--- config.mk ---
export PLATFORM = sky130hd
export DESIGN_NAME = eps_ctrl
export DESIGN_NICKNAME = d
export VERILOG_FILES = /design/src/rtl/eps_ctrl.sv
export SDC_FILE = /design/constraint.sdc
export NUM_CORES = 1
export LEC_CHECK = 0
export BUFFER_PORTS_ARGS = -buffer_cell sky130_fd_sc_hd__clkbuf_2
export CAP_MARGIN = 15
export CELL_PAD_IN_SITES_DETAIL_PLACEMENT = 1
export CELL_PAD_IN_SITES_GLOBAL_PLACEMENT = 1
export CORE_UTILIZATION = 34
export CTS_BUF_LIST = sky130_fd_sc_hd__clkbuf_8
export DETAILED_ROUTE_END_ITERATION = 8
export PLACE_DENSITY_LB_ADDON = 0.2
export SLEW_MARGIN = 25
export SYNTH_ARGS = -nofsm -noshare
export SYNTH_HDL_FRONTEND = slang
export SYNTH_SLANG_ARGS = --single-unit
--- constraint.sdc ---
create_clock -name clk -period 1.7 [get_ports clk]
set_input_delay 0.085 -clock clk [delete_from_list [all_inputs] [get_ports clk]]
set_output_delay 0.085 -clock clk [all_outputs]
set_load 0.01 [all_outputs]
--- src/rtl/eps_ctrl.sv ---
// eps_ctrl: sequencing controller for the epsilon estimator.
// Fills an external 256-entry angle buffer, accepts an argmax index once the
// buffer is full, strobes select_eps for exactly one cycle and hands the
// selected epsilon to the downstream consumer through a valid/ready port.
// The buffer write pointer is frozen while select_eps evaluates so that the
// evaluation sees a consistent buffer.
module eps_ctrl #(
  parameter int ANG_W   = 16,
  parameter int THETA_W = 8,
  parameter int EPS_W   = 20
) (
  input  logic               clk,
  input  logic               rst,
  input  logic               flush,
  // angle sample stream
  input  logic               ang_valid,
  output logic               ang_ready,
  input  logic [ANG_W-1:0]   ang_in,
  // external angle buffer write port
  output logic               wr_en,
  output logic [7:0]         wr_addr,
  output logic [ANG_W-1:0]   wr_data,
  output logic [7:0]         write_ptr,
  output logic               buf_valid,
  // argmax index stream
  input  logic               theta_valid,
  output logic               theta_ready,
  input  logic [THETA_W-1:0] theta_in,
  // select_eps interface
  output logic [THETA_W-1:0] theta_q,
  output logic               argmax_valid,
  input  logic [EPS_W-1:0]   sel_eps,
  input  logic               sel_valid,
  // estimate output stream
  output logic               eps_valid,
  input  logic               eps_ready,
  output logic [EPS_W-1:0]   eps_data,
  output logic [15:0]        eps_cnt,
  output logic               sel_err
);

  typedef enum logic [1:0] {
    ST_FILL  = 2'd0,
    ST_ARMED = 2'd1,
    ST_EVAL  = 2'd2,
    ST_OUT   = 2'd3
  } state_t;

  localparam logic [8:0] FILL_FULL = 9'd256;

  state_t             state_q,    state_d;
  logic [7:0]         write_ptr_q, write_ptr_d;
  logic [8:0]         fill_cnt_q, fill_cnt_d;
  logic [THETA_W-1:0] theta_d;
  logic [EPS_W-1:0]   eps_data_q, eps_data_d;
  logic [15:0]        eps_cnt_q,  eps_cnt_d;
  logic               sel_err_q,  sel_err_d;

  logic               ang_ready_s;
  logic               theta_ready_s;
  logic               argmax_valid_s;
  logic               eps_valid_s;
  logic               wr_en_s;
  logic               theta_xfer_s;
  logic               eps_xfer_s;

  // Handshake outputs decoded from state; flush silences every handshake.
  always_comb begin
    ang_ready_s    = 1'b0;
    theta_ready_s  = 1'b0;
    argmax_valid_s = 1'b0;
    eps_valid_s    = 1'b0;
    case (state_q)
      ST_FILL: begin
        ang_ready_s = 1'b1;
      end
      ST_ARMED: begin
        ang_ready_s   = 1'b1;
        theta_ready_s = 1'b1;
      end
      ST_EVAL: begin
        argmax_valid_s = 1'b1;
      end
      ST_OUT: begin
        ang_ready_s = 1'b1;
        eps_valid_s = 1'b1;
      end
      default: begin
        ang_ready_s = 1'b0;
      end
    endcase
    if (flush) begin
      ang_ready_s    = 1'b0;
      theta_ready_s  = 1'b0;
      argmax_valid_s = 1'b0;
      eps_valid_s    = 1'b0;
    end else begin
      ang_ready_s    = ang_ready_s;
    end
    // No buffer write may leak out while the block is held in reset.
    wr_en_s      = ang_valid & ang_ready_s & ~rst;
    theta_xfer_s = theta_valid & theta_ready_s;
    eps_xfer_s   = eps_valid_s & eps_ready;
  end

  // Next-state and datapath updates; flush overrides everything last.
  always_comb begin
    state_d     = state_q;
    write_ptr_d = write_ptr_q;
    fill_cnt_d  = fill_cnt_q;
    theta_d     = theta_q;
    eps_data_d  = eps_data_q;
    eps_cnt_d   = eps_cnt_q;
    sel_err_d   = sel_err_q;

    // Sample writes proceed in every state that advertises ang_ready,
    // so the ARMED same-cycle case also advances the pointer.
    if (wr_en_s) begin
      write_ptr_d = write_ptr_q + 8'd1;
      if (fill_cnt_q != FILL_FULL) begin
        fill_cnt_d = fill_cnt_q + 9'd1;
      end else begin
        fill_cnt_d = fill_cnt_q;
      end
    end else begin
      write_ptr_d = write_ptr_q;
    end

    case (state_q)
      ST_FILL: begin
        if (fill_cnt_d == FILL_FULL) begin
          state_d = ST_ARMED;
        end else begin
          state_d = ST_FILL;
        end
      end
      ST_ARMED: begin
        if (theta_xfer_s) begin
          theta_d = theta_in;
          state_d = ST_EVAL;
        end else begin
          state_d = ST_ARMED;
        end
      end
      ST_EVAL: begin
        if (sel_valid) begin
          eps_data_d = sel_eps;
          state_d    = ST_OUT;
        end else begin
          sel_err_d  = 1'b1;
          state_d    = ST_ARMED;
        end
      end
      ST_OUT: begin
        if (eps_xfer_s) begin
          eps_cnt_d = eps_cnt_q + 16'd1;
          state_d   = ST_ARMED;
        end else begin
          state_d   = ST_OUT;
        end
      end
      default: begin
        state_d = ST_FILL;
      end
    endcase

    // Restart fill; results already latched and statistics are kept.
    if (flush) begin
      state_d     = ST_FILL;
      write_ptr_d = 8'd255;
      fill_cnt_d  = 9'd0;
      eps_cnt_d   = eps_cnt_q;
      sel_err_d   = sel_err_q;
      eps_data_d  = eps_data_q;
      theta_d     = theta_q;
    end else begin
      state_d     = state_d;
    end
  end

  // State and datapath registers with asynchronous reset.
  always_ff @(posedge clk or posedge rst) begin
    if (rst) begin
      state_q     <= ST_FILL;
      write_ptr_q <= 8'd255;
      fill_cnt_q  <= 9'd0;
      theta_q     <= '0;
      eps_data_q  <= '0;
      eps_cnt_q   <= 16'd0;
      sel_err_q   <= 1'b0;
    end else begin
      state_q     <= state_d;
      write_ptr_q <= write_ptr_d;
      fill_cnt_q  <= fill_cnt_d;
      theta_q     <= theta_d;
      eps_data_q  <= eps_data_d;
      eps_cnt_q   <= eps_cnt_d;
      sel_err_q   <= sel_err_d;
    end
  end

  assign ang_ready    = ang_ready_s;
  assign theta_ready  = theta_ready_s;
  assign argmax_valid = argmax_valid_s;
  assign eps_valid    = eps_valid_s;
  assign wr_en        = wr_en_s;
  assign wr_addr      = write_ptr_q + 8'd1;
  assign wr_data      = ang_in;
  assign write_ptr    = write_ptr_q;
  assign buf_valid    = (fill_cnt_q == FILL_FULL);
  assign eps_data     = eps_data_q;
  assign eps_cnt      = eps_cnt_q;
  assign sel_err      = sel_err_q;

endmodule

==> results.yml, run 1 <==
status:
  outcome: "finished with violations"
  violations: "negative setup slack"
sta:
  setup_viol: 1
  max_freq_mhz: 579
  rsz0062_at_grt: "true"
  hold_viol: 0
  period_needed_ns: 1.73
  worst_slack_ns: -0.0285
  post-route-period-util_pct: 102
  tns_ns: -0.0285
  slew_headroom_pct: 44.7
  maxSlewViolCount: 0
  tightest_slew_ns: 0.830
  skew_ns: 0.0116
layout:
  finalNonFillerCells: 589
  nets: 510
  final_cell_area_mm2: 0.00482
  insertedDiodeCount: 0
  drive_gt1_share_pct: 51.5
  fin_util_pct: 52.2
  area_growth_pct: 48.7
synth:
  syn_area_mm2: 0.00324
  yosys-top-cells-area: "dfrtp_1 43%, mux2_2 8.3%, dfstp_2 6.5%"
  synth_area_leader_cell: "dfrtp_1"
  avgSynthCellArea_um2: 11.3
  ys_async_sr_fraction_pct: 100
  ys_ff_latch: 64
  syn_nets: 341
  yosysTopAreaCellShare_pct: 43.2
  synth_edf_count: 0
  synthFlopType: "dfrtp_1"
  synth_cell_types: 51
  syn_inst: 286
  yosys_warnings: 0
  seq_area_frac_synth_pct: 49.7
global_route:
  grt_overflow: 0
  met2_usage_pct: 33.0
  grt_pass1_wl_um: 14400
  grt_usage_pct: 18.7
  grt_use_met3_pct: 4.71
  grt_pass1_vias: 2911
  antenna_found_initial: 0
  grtUsageMet1_pct: 22.6
  busiest_layer: "met2"
  grt_max_degree: 65
pwr:
  ir_drop_uv: 347
  powerDensity_mw_per_mm2: 758
  power_w: 0.00365
  leakagePower_nw: 2.43
setup_path:
  crit_type: "flop to flop"
  cp-end-kind: "flop"
  required_ns: 1.93
  crit_top_cell: "buf_4"
  reg2reg_from: "fill_cnt_q[3]"
  path_cells: "nor4_4 -> nand4_4 -> buf_4 -> buf_4 -> nand4_1 -> a211oi_2 -> a31o_1"
  crit_path_max_fanout: 4
  ff2ff_setup_slack_ns: -0.03
  reg2reg_to: "state_q[0]"
  critPathLaunch: "fill_cnt_q[3]"
  cpPeakStageDelay_ns: 0.43
  crit_buf_inv: 2
  slowest_stage: "dfrtp_1"
  crit_path_start_kind: "flop"
  cp.arrival_ns: 1.96
  reg2regPathDepth: 7
  crit_family: "simple AND/OR/NAND/NOR gates"
place:
  io_buffers: 101
  placed_cell_area_mm2: 0.00403
  hpwl_um: 5930
  gp_congestion: 0.854
  dp.cells: 527
routing:
  antenna_left: 0
  routed_wl_um: 8860
  vias: 2712
  drt_iter0_drc: 46
  drt_first_pass_iters: 4
  vias_per_cell: 4.60
  wl_per_cell_um: 15.0
  drc: 0
hold_path:
  min_path_type: "primary input to async pin"
flow_run:
  drv_cap: 0
clock_network:
  cts_root_buffer: "clkbuf_8"
  cts_tree: "built"
  cts_htree_levels: 3
  cts_inserted_buffers: 9
  path_clk_slew_ns: 0.08
  cts.sinks: 64
  insertion_delay_ns: 0.34
  cts_buffer_depth: 2
floorplan:
  fp.dieH_um: 99.6
  core_area_mm2: 0.00924
  initial_core_util_pct: 35.1
  num_io_pins: 134
  floorplan.die.width_um: 99.6
  die_area_mm2: 0.00993
  num_rows: 35
cell families (layout without fill, tap and decap cells):
group	after synthesis	count (layout)	share of synthesized area [%]
AND/OR/NAND/NOR	99	99	17.9
flip-flops	64	64	49.7
buffers and inverters	37	211	7.26
XOR/XNOR	35	35	9.46
multiplexers	29	29	10.1
AO/OA/AOI/OAI	18	18	4.01
adder cells (fa/ha/maj)	4	4	1.54
registers in the layout, indices dropped and copies added, names as in the netlist:
register,flops
eps_data,20
theta_q,8
fill_cnt_q,9
write_ptr,8
state_q,2
sel_err,1
eps_cnt,16
timing repair:
item | 4_1_cts | 5_1_grt
endpoints found under the hold margin | 29 | 0
buffers inserted | 13 | 4
hold buffers | 29 | 0
pin swaps | 5 | 8
endpoints found under the setup margin | 6 | 17
resized for setup | 14 | 25
worst min-delay path, cell delays in order:
cell	delay [ns]
clkbuf_2	0.10
clkinvlp_4	0.08
buf_4	0.63
per-layer routing:
layer,vias to the layer above,share of wire (%),wire length (µm)
met1,1327,44,3890
met5,-,0,0
met3,8,3.8,340
met2,77,52,4570
li1,1300,-,-
met4,0,0.72,64
cells in the mapped netlist, types with 2 or more instances:
master	count
nand2_1	16
nand3_1	11
and4_1	3
and2_1	2
o211ai_1	2
xor2_1	14
dfrtp_1	56
nor2_1	24
dfstp_2	8
inv_1	8
buf_2	5
mux2_2	24
nand3b_1	2
mux2_1	5
nor3_1	4
buf_4	22
xnor2_1	21
nor3b_1	3
and3_1	3
o21ai_0	2
ha_1	4
nand4_1	9
a21oi_1	4
nand2b_1	7
power breakdown:
part / total, W / switching (W) / internal, W
logic: 0.000620 / 0.000288 / 0.000332
registers: 0.00161 / 0.0000378 / 0.00157
clock network: 0.00142 / 0.000607 / 0.000815
total: 0.00365 / 0.000933 / 0.00272
cells in the final DEF, fill, tap and decap left out, types with 4 or more instances in the layout:
| cell | synthesis | layout |
|---|---|---|
| nand2b_1 | 7 | 7 |
| inv_1 | 8 | 7 |
| dfstp_2 | 8 | 8 |
| xor2_1 | 14 | 14 |
| clkbuf_2 | 0 | 96 |
| nand2_1 | 16 | 14 |
| nor2_1 | 24 | 20 |
| clkbuf_8 | 0 | 9 |
| nand4_1 | 9 | 9 |
| buf_6 | 1 | 6 |
| buf_4 | 22 | 51 |
| xnor2_1 | 21 | 18 |
| a21oi_1 | 4 | 4 |
| dfrtp_1 | 56 | 56 |
| mux2_2 | 24 | 24 |
| buf_2 | 5 | 4 |
| nand3_1 | 11 | 7 |
| mux2_1 | 5 | 5 |
| dlygate4sd3_1 | 0 | 29 |
worst max path at each step:
| stage | end | slack [ns] | depth (start not counted) |
|---|---|---|---|
| global placement | state_q[0] | -0.005 | 6 |
| global route | state_q[0] | -0.12 | 7 |
| floorplan | write_ptr[4] | -0.05 | 4 |
| CTS | buf_valid | -0.03 | 5 |
| finish | state_q[0] | -0.03 | 7 |
| detailed placement | state_q[0] | -0.07 | 6 |
per-stage QoR:
stage | setup slack, ns | hold WS, ns
floorplan | -0.0494 | 0.183
global placement | -0.00509 | 0.170
detailed placement | -0.0694 | 0.170
CTS | -0.0262 | 0.0273
global route | -0.118 | 0.0404
finish | -0.0285 | 0.0300
final cells by class:
type                       instances  area, µm²
inverter                           8       36.3
fill                            1028       4420
tap                              129        161
clock buffer                       9        124
sequential                        64       1610
timing repair buffer             187       1260
multi-input combinational        185       1540
clock inverter                     7       88.8
Power figures use the tool's default switching activity.
==> run 2: changes to the inputs <==
Settings changed: SETUP_SLACK_MARGIN set to 0.5.
==> results.yml, run 2 (synthesis gave the netlist of run 1 again) <==
status:
  outcome: "finished with violations"
  violations: "negative setup slack"
global_route:
  grtUsageMet1_pct: 23.1
  grt_pass1_wl_um: 15400
  grt_use_met3_pct: 4.99
  grt_usage_pct: 20.1
  grt_max_degree: 65
  grt_pass1_vias: 3056
  antenna_found_initial: 0
  busiest_layer: "met2"
  met2_usage_pct: 36.1
  grt_overflow: 0
pwr:
  ir_drop_uv: 446
  power_w: 0.00367
  leakagePower_nw: 2.60
  powerDensity_mw_per_mm2: 690
sta:
  worst_slack_ns: -0.105
  max_freq_mhz: 554
  tns_ns: -0.169
  hold_viol: 0
  maxSlewViolCount: 0
  setup_viol: 5
  period_needed_ns: 1.81
  tightest_slew_ns: 0.816
  rsz0062_at_grt: "true"
  post-route-period-util_pct: 106
  skew_ns: 0.00341
  slew_headroom_pct: 45.6
layout:
  area_growth_pct: 64.1
  n_fill_cell: 982
  final_cell_area_mm2: 0.00532
  multiInputGateArea_mm2: 0.00173
  nets: 522
  final_cell_mix: "83 x clkbuf_2, 49 x dfrtp_1, 39 x buf_6"
  seq_area_mm2: 0.00162
  mostFrequentLayoutCell: "clkbuf_2"
  insertedDiodeCount: 0
  largest_reg_flops: 20
  drive_gt1_share_pct: 60.0
clock_network:
  cts_inserted_buffers: 9
  insertion_delay_ns: 0.33
  path_clk_slew_ns: 0.07
  cts.sinks: 64
  cts_htree_levels: 3
  cts_tree: "built"
  cts_root_buffer: "clkbuf_8"
  cts_buffer_depth: 2
setup_path:
  crit_top_cell: "buf_4"
  path_cells: "nor2b_4 -> nor3_2 -> buf_4 -> buf_4 -> a211o_1 -> a22oi_2 -> a31o_1"
  reg2regPathDepth: 7
  reg2reg_to: "state_q[0]"
  cp.arrival_ns: 2.07
  crit_path_max_fanout: 6
  crit_type: "flop to flop"
  crit_buf_inv: 2
  slowest_stage: "dfrtp_1"
  cpPeakStageDelay_ns: 0.45
  reg2reg_from: "state_q[1]"
  crit_path_start_kind: "flop"
  cp-end-kind: "flop"
  crit_family: "compound AO/OA/AOI/OAI gates"
  required_ns: 1.97
  ff2ff_setup_slack_ns: -0.11
routing:
  antenna_left: 0
  wl_per_cell_um: 17.2
  routed_wl_um: 10300
  vias: 2873
  drt_iter0_drc: 65
  vias_per_cell: 4.78
  drc: 0
  drt_first_pass_iters: 5
flow_run:
  drv_cap: 0
floorplan:
  num_rows: 35
  floorplan.die.width_um: 99.6
  num_io_pins: 134
  fp.dieH_um: 99.6
  initial_core_util_pct: 35.1
  core_area_mm2: 0.00924
  die_area_mm2: 0.00993
place:
  io_buffers: 101
  placed_cell_area_mm2: 0.00406
  hpwl_um: 6010
  dp_slack_ns: -0.0403
  gp_congestion: 0.906
hold_path:
  min_path_type: "primary input to async pin"
-- run 2: cell count changes in the layout (fill, tap and decap cells not counted), moves of 7 or more --
cell / delta
mux2_2: -8
buf_6: +33
mux2_4: +8
clkbuf_2: -13
dfrtp_2: +7
buf_4: -17
dfrtp_1: -7
-- run 2: routing by layer --
metal / vias up / share of wire (%)
li1: 1336 / -
met1: 1424 / 39
met2: 88 / 55
met3: 25 / 4.0
met4: 0 / 2.2
met5: - / 0
-- run 2: metrics by stage --
stage	util, %	instances	hold slack, ns
2_1_floorplan	-	286	0.183
3_3_place_gp	43.9	514	0.170
3_5_place_dp	43.9	514	0.170
4_1_cts	52.7	578	0.0381
5_1_grt	57.6	601	0.130
6_report	57.6	601	0.0712
-- run 2: how the worst max path moves through the flow --
stage	startpoint	end	slack (ns)	cells after the start
2_1_floorplan	rst	write_ptr[4]	-0.05	4
3_3_place_gp	fill_cnt_q[4]	state_q[0]	0.02	5
3_5_place_dp	fill_cnt_q[3]	state_q[0]	-0.04	5
4_1_cts	fill_cnt_q[7]	state_q[0]	-0.06	5
5_1_grt	write_ptr[0]	wr_addr[5]	-0.15	5
6_report	state_q[1]	state_q[0]	-0.11	7
-- run 2: where the power goes --
| part | switching (W) | total (W) | internal (W) |
|---|---|---|---|
| logic | 0.000346 | 0.000765 | 0.000419 |
| registers | 0.0000387 | 0.00161 | 0.00157 |
| clock network | 0.000566 | 0.00129 | 0.000725 |
-- run 2: cell type report --
cell class / count / share of cell area [%]
Clock buffer: 14 / 3.62
Clock inverter: 2 / 0.212
Inverter: 8 / 0.682
Multi-Input combinational cell: 185 / 32.6
Sequential cell: 64 / 30.5
Tap cell: 129 / 3.03
Timing Repair Buffer: 199 / 29.4
-- run 2: repair_timing --
action / in CTS / in global routing
setup buffers: 19 / 20
pin swaps: 15 / 31
cloned: 0 / 3
endpoints found under the hold margin: 29 / 0
resized for setup: 40 / 78
hold buffers: 29 / 0
setup endpoints to repair: 80 / 83
-- run 2: worst reg2reg max path: stages (launching register included) --
cell and delay, ns:
dfrtp_1 0.45, nor2b_4 0.26, nor3_2 0.05, buf_4 0.17, buf_4 0.13, a211o_1 0.30, a22oi_2 0.20, a31o_1 0.18
